--- config.mk ---
export PLATFORM = sky130hd
export DESIGN_NAME = envelope_shaper
export DESIGN_NICKNAME = d
export VERILOG_FILES = /design/src/rtl/synth_pkg.sv /design/src/rtl/tick_prescaler.sv /design/src/rtl/envelope_shaper.sv
export SDC_FILE = /design/constraint.sdc
export NUM_CORES = 1
export LEC_CHECK = 0
export CAP_MARGIN = 10
export CORE_MARGIN = 2
export CORE_UTILIZATION = 25
export CTS_CLUSTER_DIAMETER = 40
export CTS_CLUSTER_SIZE = 8
export DETAILED_ROUTE_END_ITERATION = 10
export RECOVER_POWER = 25
export SETUP_SLACK_MARGIN = 0.1
export SLEW_MARGIN = 15
export SYNTH_ARGS = -nofsm -noshare
export SYNTH_HDL_FRONTEND = slang
export SYNTH_SLANG_ARGS = --single-unit
export TNS_END_PERCENT = 1
--- constraint.sdc ---
create_clock -name clk -period 21.4 [get_ports clk]
set_input_delay 4.28 -clock clk [delete_from_list [all_inputs] [get_ports clk]]
set_output_delay 4.28 -clock clk [all_outputs]
set_load 0.005 [all_outputs]
--- src/rtl/synth_pkg.sv ---
// Shared envelope types and constants for the synth audio path.
// Envelope values span 0..ENV_FULL and fit in ENV_W bits.
package synth_pkg;

  localparam int ENV_W    = 9;
  localparam int ENV_FULL = 256;

  typedef enum logic [2:0] {
    IDLE,
    ATTACK,
    DECAY,
    SUSTAIN,
    RELEASE
  } env_state_t;

endpackage

--- src/rtl/tick_prescaler.sv ---
// Envelope step prescaler: counts 0..DIV-1 while enabled.
// tick pulses on the enabled cycle the count wraps.
module tick_prescaler #(
  parameter int DIV = 4
) (
  input  logic clk,
  input  logic rst,
  input  logic ena,
  input  logic clr,
  output logic tick
);

  localparam int CW = (DIV > 1) ? $clog2(DIV) : 1;
  localparam logic [CW-1:0] LAST = CW'(DIV - 1);

  logic [CW-1:0] cnt_q, cnt_d;

  assign tick = ena && (cnt_q == LAST);

  always_comb begin
    cnt_d = cnt_q;
    if (clr)
      cnt_d = '0;
    else if (ena)
      cnt_d = tick ? '0 : cnt_q + 1'b1;
  end

  always_ff @(posedge clk) begin
    if (rst)
      cnt_q <= '0;
    else
      cnt_q <= cnt_d;
  end

endmodule

--- src/rtl/envelope_shaper.sv ---
// ADSR envelope applied to offset-binary audio, 1-cycle registered output.
// Define ENVELOPE_RETRIGGER_EN to let a gate in RELEASE restart ATTACK.
module envelope_shaper
  import synth_pkg::*;
#(
  parameter int W             = 12,
  parameter int TICK_DIV      = 4096,
  parameter int ATTACK_STEP   = 8,
  parameter int DECAY_STEP    = 4,
  parameter int SUSTAIN_LEVEL = 160,
  parameter int RELEASE_STEP  = 2
) (
  input  logic             clk,
  input  logic             rst,
  input  logic             ena,
  input  logic             gate,
  input  logic [W-1:0]     audio_in,
  output logic [W-1:0]     audio_out,
  output logic [ENV_W-1:0] env_level,
  output logic             busy
);

  typedef logic [ENV_W:0] ext_t;

  localparam ext_t FULL_X = ext_t'(ENV_FULL);
  localparam ext_t SUS_X  = ext_t'(SUSTAIN_LEVEL);
  localparam ext_t ATK_X  = ext_t'(ATTACK_STEP);
  localparam ext_t DEC_X  = ext_t'(DECAY_STEP);
  localparam ext_t REL_X  = ext_t'(RELEASE_STEP);
  localparam ext_t DFLR_X = ext_t'(SUSTAIN_LEVEL + DECAY_STEP);

  localparam logic [W-1:0]        MID   = W'(2 ** (W - 1));
  localparam logic signed [W+9:0] MID_X = (W+10)'(2 ** (W - 1));
  localparam logic signed [W+9:0] MAX_X = (W+10)'(2 ** W - 1);

  env_state_t     state_q, state_d;
  logic [ENV_W-1:0] env_q, env_d;
  logic [W-1:0]   aout_q, aout_d;
  logic           tick;
  logic           clr;
  ext_t           env_x, att_x, dec_x, rel_x;

  assign clr = ena && (state_q == IDLE) && gate;

  tick_prescaler #(
    .DIV (TICK_DIV)
  ) u_presc (
    .clk  (clk),
    .rst  (rst),
    .ena  (ena),
    .clr  (clr),
    .tick (tick)
  );

  assign env_x = {1'b0, env_q};
  assign att_x = (env_x + ATK_X > FULL_X) ? FULL_X : env_x + ATK_X;
  assign dec_x = (env_x >= DFLR_X) ? env_x - DEC_X : SUS_X;
  assign rel_x = (env_x >= REL_X) ? env_x - REL_X : '0;

  always_comb begin
    state_d = state_q;
    env_d   = env_q;
    if (ena) begin
      unique case (state_q)
        IDLE: begin
          if (gate)
            state_d = ATTACK;
        end
        ATTACK: begin
          if (!gate) begin
            state_d = RELEASE;
          end else if (tick) begin
            env_d = att_x[ENV_W-1:0];
            if (att_x == FULL_X)
              state_d = DECAY;
          end
        end
        DECAY: begin
          if (!gate) begin
            state_d = RELEASE;
          end else if (tick) begin
            env_d = dec_x[ENV_W-1:0];
            if (dec_x == SUS_X)
              state_d = SUSTAIN;
          end
        end
        SUSTAIN: begin
          if (!gate)
            state_d = RELEASE;
        end
        RELEASE: begin
          if (tick) begin
            env_d = rel_x[ENV_W-1:0];
            if (rel_x == '0)
              state_d = IDLE;
          end
`ifdef ENVELOPE_RETRIGGER_EN
          // Retrigger resumes the climb from wherever release had got to
          if (gate) begin
            state_d = ATTACK;
            env_d   = env_q;
          end
`endif
        end
        default: state_d = IDLE;
      endcase
    end
  end

  logic signed [W:0]   c;
  logic signed [W+9:0] p, s, o;

  always_comb begin
    c = $signed({1'b0, audio_in}) - $signed({2'b01, {(W-1){1'b0}}});
    p = (W+10)'(c) * $signed({{(W+1){1'b0}}, env_q});
    s = p >>> 8;
    o = s + MID_X;
    if (o[W+9])
      aout_d = '0;
    else if (o > MAX_X)
      aout_d = '1;
    else
      aout_d = o[W-1:0];
  end

  always_ff @(posedge clk) begin
    if (rst) begin
      state_q <= IDLE;
      env_q   <= '0;
      aout_q  <= MID;
    end else begin
      state_q <= state_d;
      env_q   <= env_d;
      aout_q  <= aout_d;
    end
  end

  assign audio_out = aout_q;
  assign env_level = env_q;
  assign busy      = (state_q != IDLE);

endmodule
# Word-level counts from Yosys, hierarchy flattened
# Cells that the tools add are included.
# W data, S select, Z words.
# word_totals
out_inout_bits	22
input_bits	16
ff_bits	36
# op_classes
n_eq_ne	19
add_sub_neg	6
mul	1
mux	23
n_lt_le_gt_ge	4
reduce_logical	11
# ops
cell	count
$mux W9	5
$mux W12	3
$mux W10	3
$mux W3	10
$pmux W9 S3	1
$mul A13 B10 Y22	1
$add A14 B13 Y15 const B	1
$gt A15 B13 Y1 const B	1
$pmux W3 S5	1
$sub A12 B12 Y13 const B	1
$add A12 B1 Y12 const B	1
$eq A12 B12 Y1 const B	1
$add A9 B4 Y10 const B	1
$eq A10 B8 Y1 const B	1
$eq A10 B9 Y1 const B	1
$gt A10 B9 Y1 const B	1
$logic_not A10 Y1	1
$ne A2 B2 Y1 const B	5
$sub A9 B2 Y10 const B	1
$sub A9 B3 Y10 const B	1
$ge A9 B2 Y1 const B	1
$ge A9 B8 Y1 const B	1
$reduce_and A9 Y1	1
$reduce_and A7 Y1	1
10 further kinds	19

# Longest topological paths before layout
# Gate-level depths: netlist (run 1).
# depth
ltp_word	8
mapped_depth	26
ltp_nobuf	23

# Modules after synthesis
# A second synthesis (run 1) with hierarchy kept.
# hier_totals
hier_cells	824
hier_area_um2	6826.5
# by_module_without_submodules
mod	cells_per_inst	n_inst	area_each_um2
envelope_shaper	757	1	6206.0
tick_prescaler	67	1	620.6

# Least setup slack after synthesis (run 1)
# Ideal clock, no wire load.
# synth_timing
path_type	input port to flip-flop
start	input audio_in[11]
end	register aout_q[11] (netlist: audio_out[11])
t_arrival_ps	9773
t_required_ps	21322
stages	21
slack_ps	11549
path_cell_list	clkbuf_1 nand2b_1 inv_1 fa_1 inv_1 fa_1 inv_1 fa_1 fa_1 inv_1 fa_1 inv_1 ha_1 and3_1 a32o_1 a311oi_2 xnor2_2 ha_1 xnor2_2 nor2_8 a32oi_1
# synth_via
elab_chain_cells	6
# synth_lines
element	line_no	rtl
start: declaration	envelope_shaper.sv:17	input logic [W-1:0] audio_in,
$sub A12 B12 Y13 (*)	envelope_shaper.sv:114	c = $signed({1'b0, audio_in}) - $signed({2'b01, {(W-1){1'b0}}});
$mul A13 B10 Y22 (*)	envelope_shaper.sv:115	p = (W+10)'(c) * $signed({{(W+1){1'b0}}, env_q});
$add A14 B13 Y15 (*)	envelope_shaper.sv:117	o = s + MID_X;
$gt A15 B13 Y1	envelope_shaper.sv:120	else if (o > MAX_X)
$mux W12	envelope_shaper.sv:120	
$mux W12 (*)	envelope_shaper.sv:118	if (o[W+9])
end signal: assignment	envelope_shaper.sv:134	aout_q <= aout_d;
end: declaration	envelope_shaper.sv:38	logic [W-1:0] aout_q, aout_d;
# Mark *: on every way between the ends. The rest lies on a longest branch, timed or not.
# A chain may end at the register's enable or synchronous reset.

# Worst setup path in the final report (run 1)
# Ends and elaborated chain as after synthesis.

==> metrics.md, run 1 <==
| Metric | Value |
|---|---|
| Status | finished clean |
| Multi-input gate area | 0.00519 mm2 |
| Buffers inserted by post-CTS timing repair | 0 |
| Routed Antenna Nets | 0 |
| Most common cell in the netlist | inv_1 |
| Via density per instance | 4.61 |
| Initial antenna violation count | 0 |
| Drt wl/cell | 14.1 um |
| Yosys Warn Count | 0 |
| Max Slew Vio Count | 0 |
| Skew-Pair Late Insertion Delay | 0.27 ns |
| IO Pins | 38 |
| Cell Rows | 59 |
| Worst Clk Skew | 0.00486 ns |
| Crit path launch type | input pin |
| Async SR Flop Fraction | 0% |
| Fin cells | 1,138 |
| Crit-path max FO | 9 |
| Core Region | 0.0261 mm2 |
| Unrepaired setup endpoints after global routing | false |
| Synth Flop Type | dfxtp_1 |
| Post-synthesis sequential area ratio | 10.9% |
| Largest area contributor in the netlist | fa_1 |
| Initial core utilization | 25.4% |
| GR Overflow Total | 0 |
| Yosys reg bits | 36 |
| First-pass GRT wire length | 27,600 um |
| Routed Wire Length | 16,000 um |
| Fmax | 97.5 MHz |
| Global placer's final weighted congestion | 0.862 |
| CP arrival | 10.44 ns |
| Total number of H-tree levels | 2 |
| DPL Wire Length | 12,800 um |
| Vias in the first global route | 5,495 |
| Nets@finish | 970 |
| Inst Count DP | 1,131 |
| Setup TNS | 0 ns |
| Share of cells above drive strength 1 | 4.86% |
| Post-synth cell types | 72 |
| Clk sink count | 36 |
| Leakage power | 3.55 nW |
| Synth cell count leaders | inv_1, fa_1, nand2_1 |
| Pin count of the biggest net entering global routing | 30 |
| Synth top area share | 28.1% |
| Root Buffer | clkbuf_16 |
| Register Area | 721 um2 |
| Remaining DRCs | 0 |
| Area Overhead vs Synth | 12.1% |
| Clock slew at reported path FFs | 0.05 ns |
| Synthesized cell area | 0.00662 mm2 |
| Post-CTS Hold Fix Bufs | 0 |
| Maximum VDD drop | 0.0232 mV |
| CP Data Required Time | 21.59 ns |
| Met3 Track Usage GR | 1.26% |
| Grt peak-use layer | met2 |
| Slew headroom | 30.7% |
| TritonCTS Buffers | 5 |
| Clock tree from TritonCTS | built |
| M1 GR Usage | 15.8% |
| Fillers | 2,798 |
| Post-cts resize count | 0 |
| Least-Margin Pin Slew | 1.04 ns |
| Final setup fails | 0 |
| Die height | 167 um |
| Synthesized net count | 959 |
| Buffers on Ports | 37 |
| 1st-iter DRT viols | 329 |
| Global Route met2 Usage | 20.8% |
| Min Tclk post-route | 10.25 ns |
| Hold_ws | 0.509 ns |
| Worst setup EP type | flop |
| Post-synth EDFFs | 0 |
| Antenna Cells | 0 |
| Via count | 5,241 |
| Mapped Avg Cell Area | 8.36 um2 |
| Total Routing Usage GR | 11.8% |
| Die Width | 167 um |
| Pwr dens | 21.6 mW/mm2 |
| Clock Path Buffers | 2 |
| Mapped Cells | 792 |
| CP Class | input pin to flop |
| Final period util | 47.9% |
| Largest cells by area after synthesis | fa_1, ha_1, dfxtp_1 |
| DR pass1 iterations | 5 |
| Worst hold path class | flop to flop |
| Die area | 0.0278 mm2 |
| Total of max-cap violations | 0 |
| Final Hold Fails | 0 |
[placed cells by master, fill, tap and decap left out, types with 11 or more instances in the layout]
cell             Yosys  final
ha_1                58     58
o21ai_0             16     16
xnor2_1             18     18
clkdlybuf4s50_1      0     24
fa_1                93     93
nor2_1              44     44
inv_1              143    143
a21oi_1             30     30
nand2_1             85     85
dlygate4sd3_1        0     13
and2_1              55     55
dfxtp_1             36     36
nand3_1             11     11
xor2_1              15     15
[cells by family after synthesis]
logic type | count (synthesis) | share of synthesized area (%)
compound gates | 126 | 13.7
xor+xnor | 37 | 5.35
buf+inv | 183 | 10.7
simple gates | 256 | 19.8
flops | 36 | 10.9
mux | 2 | 0.302
fa+ha+maj | 152 | 39.2
[critical path: stages]
cell,delay [ns]
clkdlybuf4s50_1,0.61
nand2b_1,0.20
inv_1,0.10
fa_1,0.54
inv_1,0.15
fa_1,0.56
inv_1,0.05
fa_1,0.46
fa_1,0.54
inv_1,0.05
fa_1,0.49
inv_1,0.04
ha_1,0.41
a21oi_1,0.32
o211ai_1,0.16
a211oi_2,0.32
o31ai_4,0.12
xor2_2,0.18
inv_1,0.09
ha_1,0.14
nand4_1,0.07
nor4_1,0.20
nand4b_1,0.14
a32oi_1,0.22
[worst paths after layout]
check	end	startpoint	depth (start not counted)	slack, ns
worst max register to register	audio_out[11]	env_level[3]	24	15.14
worst max-delay path	audio_out[11]	audio_in[11]	24	11.15
worst min-delay path	u_presc.cnt_q[8]	u_presc.cnt_q[8]	2	0.51
worst min register to register	u_presc.cnt_q[8]	u_presc.cnt_q[8]	2	0.51
[per-stage QoR]
step           setup slack [ns]  utilization (%)  area [um2]  power [mW]
4_1_cts                   11.10             28.5        7420       0.162
3_5_place_dp              10.81             28.0        7290      0.0951
5_1_grt                   10.72             28.5        7420       0.169
6_report                  11.15             28.5        7420       0.160
3_3_place_gp              10.98             28.0        7290      0.0951
2_1_floorplan             11.55                -        6620      0.0863
[sequential cells by signal (all words and copies together), names as in the netlist]
signal	cells
u_presc.cnt_q	12
env_level	9
state_q	3
audio_out	12
[per-layer routing]
metal  share of wire [%]  up-vias
met5                   0        -
met4                 1.2        0
met3                 3.4       10
met2                  49       87
met1                  46     2587
li1                    -     2557
[layout make-up]
cell class	count	area share [%]
clock buffer	6	1.74
tap	335	5.65
sequential	36	9.71
inverter	143	7.23
clock inverter	1	0.0675
multi-input combinational	573	69.9
timing repair buffer	44	5.65
[where the power goes]
part / switching (mW) / internal [mW]
clock: 0.0244 / 0.0422
sequential: 0.00236 / 0.0683
combinational: 0.0140 / 0.00930
No activity file was read; power rests on OpenSTA's default activity.
==> run 2, diff against run 1 <==
==> constraint.sdc (replaced) <==
create_clock -name clk -period 10.4 [get_ports clk]
set_input_delay 2.08 -clock clk [delete_from_list [all_inputs] [get_ports clk]]
set_output_delay 2.08 -clock clk [all_outputs]
set_load 0.005 [all_outputs]
==> run 2 against run 1 <==
Effect of this change:
- routed wire length shrank 1.1%
- flip-flop and latch count unchanged
- setup slack lost 8.8 ns
- hold slack better by 0.0055 ns
- via count is 0.29% higher
- utilization increased by 0.14 points
- first-iteration DRC count is 13% lower
- clock power increased to 2.5 times the previous value
- total power rose by 130%
- clock skew rose by 0.0020 ns
- final cell count increased by 0.18%
- largest power group is now the clock network
==> metrics.md, run 2 (same netlist as run 1, synthesis figures left out) <==
| Metric | Value |
|---|---|
| Clock tree from TritonCTS | built (unchanged) |
| TritonCTS Buffers | 5 (unchanged) |
| Final period util | 77.7% |
| Dpl ws | 2.03 ns (was 10.81 ns) |
| Worst r2r dst | audio_out[11] (unchanged) |
| Post-cts resize count | 0 (unchanged) |
| Maximum VDD drop | 0.0714 mV (was 0.0232 mV) |
| Routed Antenna Nets | 0 (unchanged) |
| Commonest non-fill, non-tap cell in the layout | inv_1 (unchanged) |
| Unrepaired setup endpoints after global routing | false (unchanged) |
| Clock Path Buffers | 2 (unchanged) |
| Crit-path max FO | 9 (unchanged) |
| Worst hold start | u_presc.cnt_q[1] (was u_presc.cnt_q[8]) |
| Buffers on Ports | 37 (unchanged) |
| Via density per instance | 4.61 (about the same) |
| Cell chain of the critical path | clkdlybuf4s50_1 -> nand2b_1 -> inv_1 -> fa_1 -> inv_1 -> fa_1 -> inv_1 -> fa_1 -> fa_1 -> inv_1 -> fa_1 -> inv_1 -> ha_1 -> a21oi_1 -> o211ai_1 -> a211oi_2 -> o31ai_4 -> xor2_2 -> inv_1 -> ha_1 -> nand4_1 -> nor4_1 -> nand4b_1 -> a32oi_1 (unchanged) |
| Least-Margin Pin Slew | 1.06 ns (was 1.04 ns) |
| Vias in the first global route | 5,477 (was 5,495) |
| Total Routing Usage GR | 11.8% (about the same) |
| Die height | 167 um (unchanged) |
| Pwr dens | 48.5 mW/mm2 (was 21.6 mW/mm2) |
| Most used cell, CP | inv_1 (unchanged) |
| First-pass GRT wire length | 27,700 um (was 27,600 um) |
| Crit-path slowest cell | clkdlybuf4s50_1 (unchanged) |
| Total of max-cap violations | 0 (unchanged) |
| Core Region | 0.0261 mm2 (unchanged) |
| CP Data Required Time | 10.59 ns (was 21.59 ns) |
| Slew headroom | 29.7% (was 30.7%) |
| Worst setup EP type | flop (unchanged) |
| CP arrival | 8.27 ns (was 10.44 ns) |
| GR Overflow Total | 0 (unchanged) |
| Reg2reg start | env_level[8] (was env_level[3]) |
| Routed Wire Length | 15,800 um (was 16,000 um) |
| Setup TNS | 0 ns (unchanged) |
| FF-to-FF setup slack | 4.09 ns (was 15.14 ns) |
| Die Width | 167 um (unchanged) |
| Nets@finish | 971 (was 970) |
| DR pass1 iterations | 5 (unchanged) |
| Hold Path Sink | u_presc.cnt_q[1] (was u_presc.cnt_q[8]) |
| IO Pins | 38 (unchanged) |
| Max Slew Vio Count | 0 (unchanged) |
| Buffers inserted by post-CTS timing repair | 0 (unchanged) |
| Status | finished clean (unchanged) |
| Initial core utilization | 25.4% (unchanged) |
| Clock slew at reported path FFs | 0.06 ns (was 0.05 ns) |
| Cell Rows | 59 (unchanged) |
| Critical path's largest stage delay | 0.61 ns (about the same) |
| Worst hold path class | flop to flop (unchanged) |
| CP Class | input pin to flop (unchanged) |
| Initial antenna violation count | 0 (unchanged) |
| Fillers | 2,758 (was 2,798) |
| Remaining DRCs | 0 (unchanged) |
| DPL Wire Length | 12,700 um (was 12,800 um) |
| 1st-iter DRT viols | 287 (was 329) |
| Skew-Pair Late Insertion Delay | 0.28 ns (was 0.27 ns) |
| Hold depth | 2 (unchanged) |
| Drt wl/cell | 13.9 um (was 14.1 um) |
| Crit path launch type | input pin (unchanged) |
| Clk sink count | 36 (unchanged) |
| Via count | 5,256 (was 5,241) |
| Worst path bufs/invs | 7 (unchanged) |
| Die area | 0.0278 mm2 (unchanged) |
| Final setup fails | 0 (unchanged) |
| Leakage power | 3.56 nW (was 3.55 nW) |
| Global placer's final weighted congestion | 0.854 (was 0.862) |
| Share of cells above drive strength 1 | 5.09% (was 4.86%) |
| Hold_ws | 0.514 ns (was 0.509 ns) |
| Crit-path leading delay family | adder cells (unchanged) |
| Post-CTS Hold Fix Bufs | 0 (unchanged) |
| Commonest cells after routing, fill and taps aside | inv_1, fa_1, nand2_1 (unchanged) |
| Area Overhead vs Synth | 12.7% (was 12.1%) |
| Min Tclk post-route | 8.08 ns |
| Fin cells | 1,140 (was 1,138) |
| Pin count of the biggest net entering global routing | 30 (unchanged) |
| Inst Count DP | 1,132 (was 1,131) |
| Worst Clk Skew | 0.00685 ns (was 0.00486 ns) |
| Antenna Cells | 0 (unchanged) |
| Fmax | 124 MHz |
| Root Buffer | clkbuf_16 (unchanged) |
| Multi-input gate area | 0.00519 mm2 (unchanged) |
| Setup ws final | 2.32 ns (was 11.15 ns) |
| Final Hold Fails | 0 (unchanged) |
| PnR Total Power | 361 uW (was 160 uW) |
| Register Area | 721 um2 (unchanged) |
| Reg2reg path depth | 21 (was 24) |
| Total number of H-tree levels | 2 (unchanged) |
run 2: cell type report:
| cell class | count | share of cell area (%) |
|---|---|---|
| Timing Repair Buffer | 45 | 5.67 |
| Inverter | 143 | 7.20 |
| Sequential cell | 36 | 9.66 |
| Clock buffer | 5 | 1.68 |
| Clock inverter | 3 | 0.570 |
| Multi-Input combinational cell | 573 | 69.6 |
| Tap cell | 335 | 5.62 |
run 2: tightest hold or removal path, stage by stage, from the launching register on:
cell	delay, ns
dfxtp_1	0.34
nand2b_1	0.08
a21oi_1	0.05
run 2: report_power, final:
group          internal, mW  switching, mW
logic                0.0192         0.0289
clock network         0.112         0.0556
registers             0.140        0.00484
run 2: metal layers:
layer | vias to the layer above | wire [um] | part of all wire [%] | track usage (%)
met5 | - | 0 | 0 | 0
met4 | 0 | 254 | 1.6 | 2.96
met3 | 14 | 590 | 3.7 | 1.07
met2 | 101 | 7540 | 48 | 20.3
met1 | 2575 | 7450 | 47 | 16.1
li1 | 2566 | - | - | -
run 2: worst max-delay path by stage:
stage / start / end / slack (ns) / cells after the start
3_3_place_gp: audio_in[11] / audio_out[11] / 2.19 / 24
2_1_floorplan: audio_in[11] / audio_out[11] / 2.75 / 21
6_report: audio_in[11] / audio_out[11] / 2.32 / 24
3_5_place_dp: audio_in[11] / audio_out[11] / 2.03 / 21
4_1_cts: audio_in[11] / audio_out[11] / 2.32 / 21
5_1_grt: audio_in[11] / audio_out[11] / 1.92 / 24
run 2: through the flow:
stage                     utilization (%)  cell area, um2
after floorplan                         -            6620
after global placement               28.0            7300
after detailed placement             28.0            7300
after CTS                            28.6            7460
after global routing                 28.6            7460
final                                28.6            7460
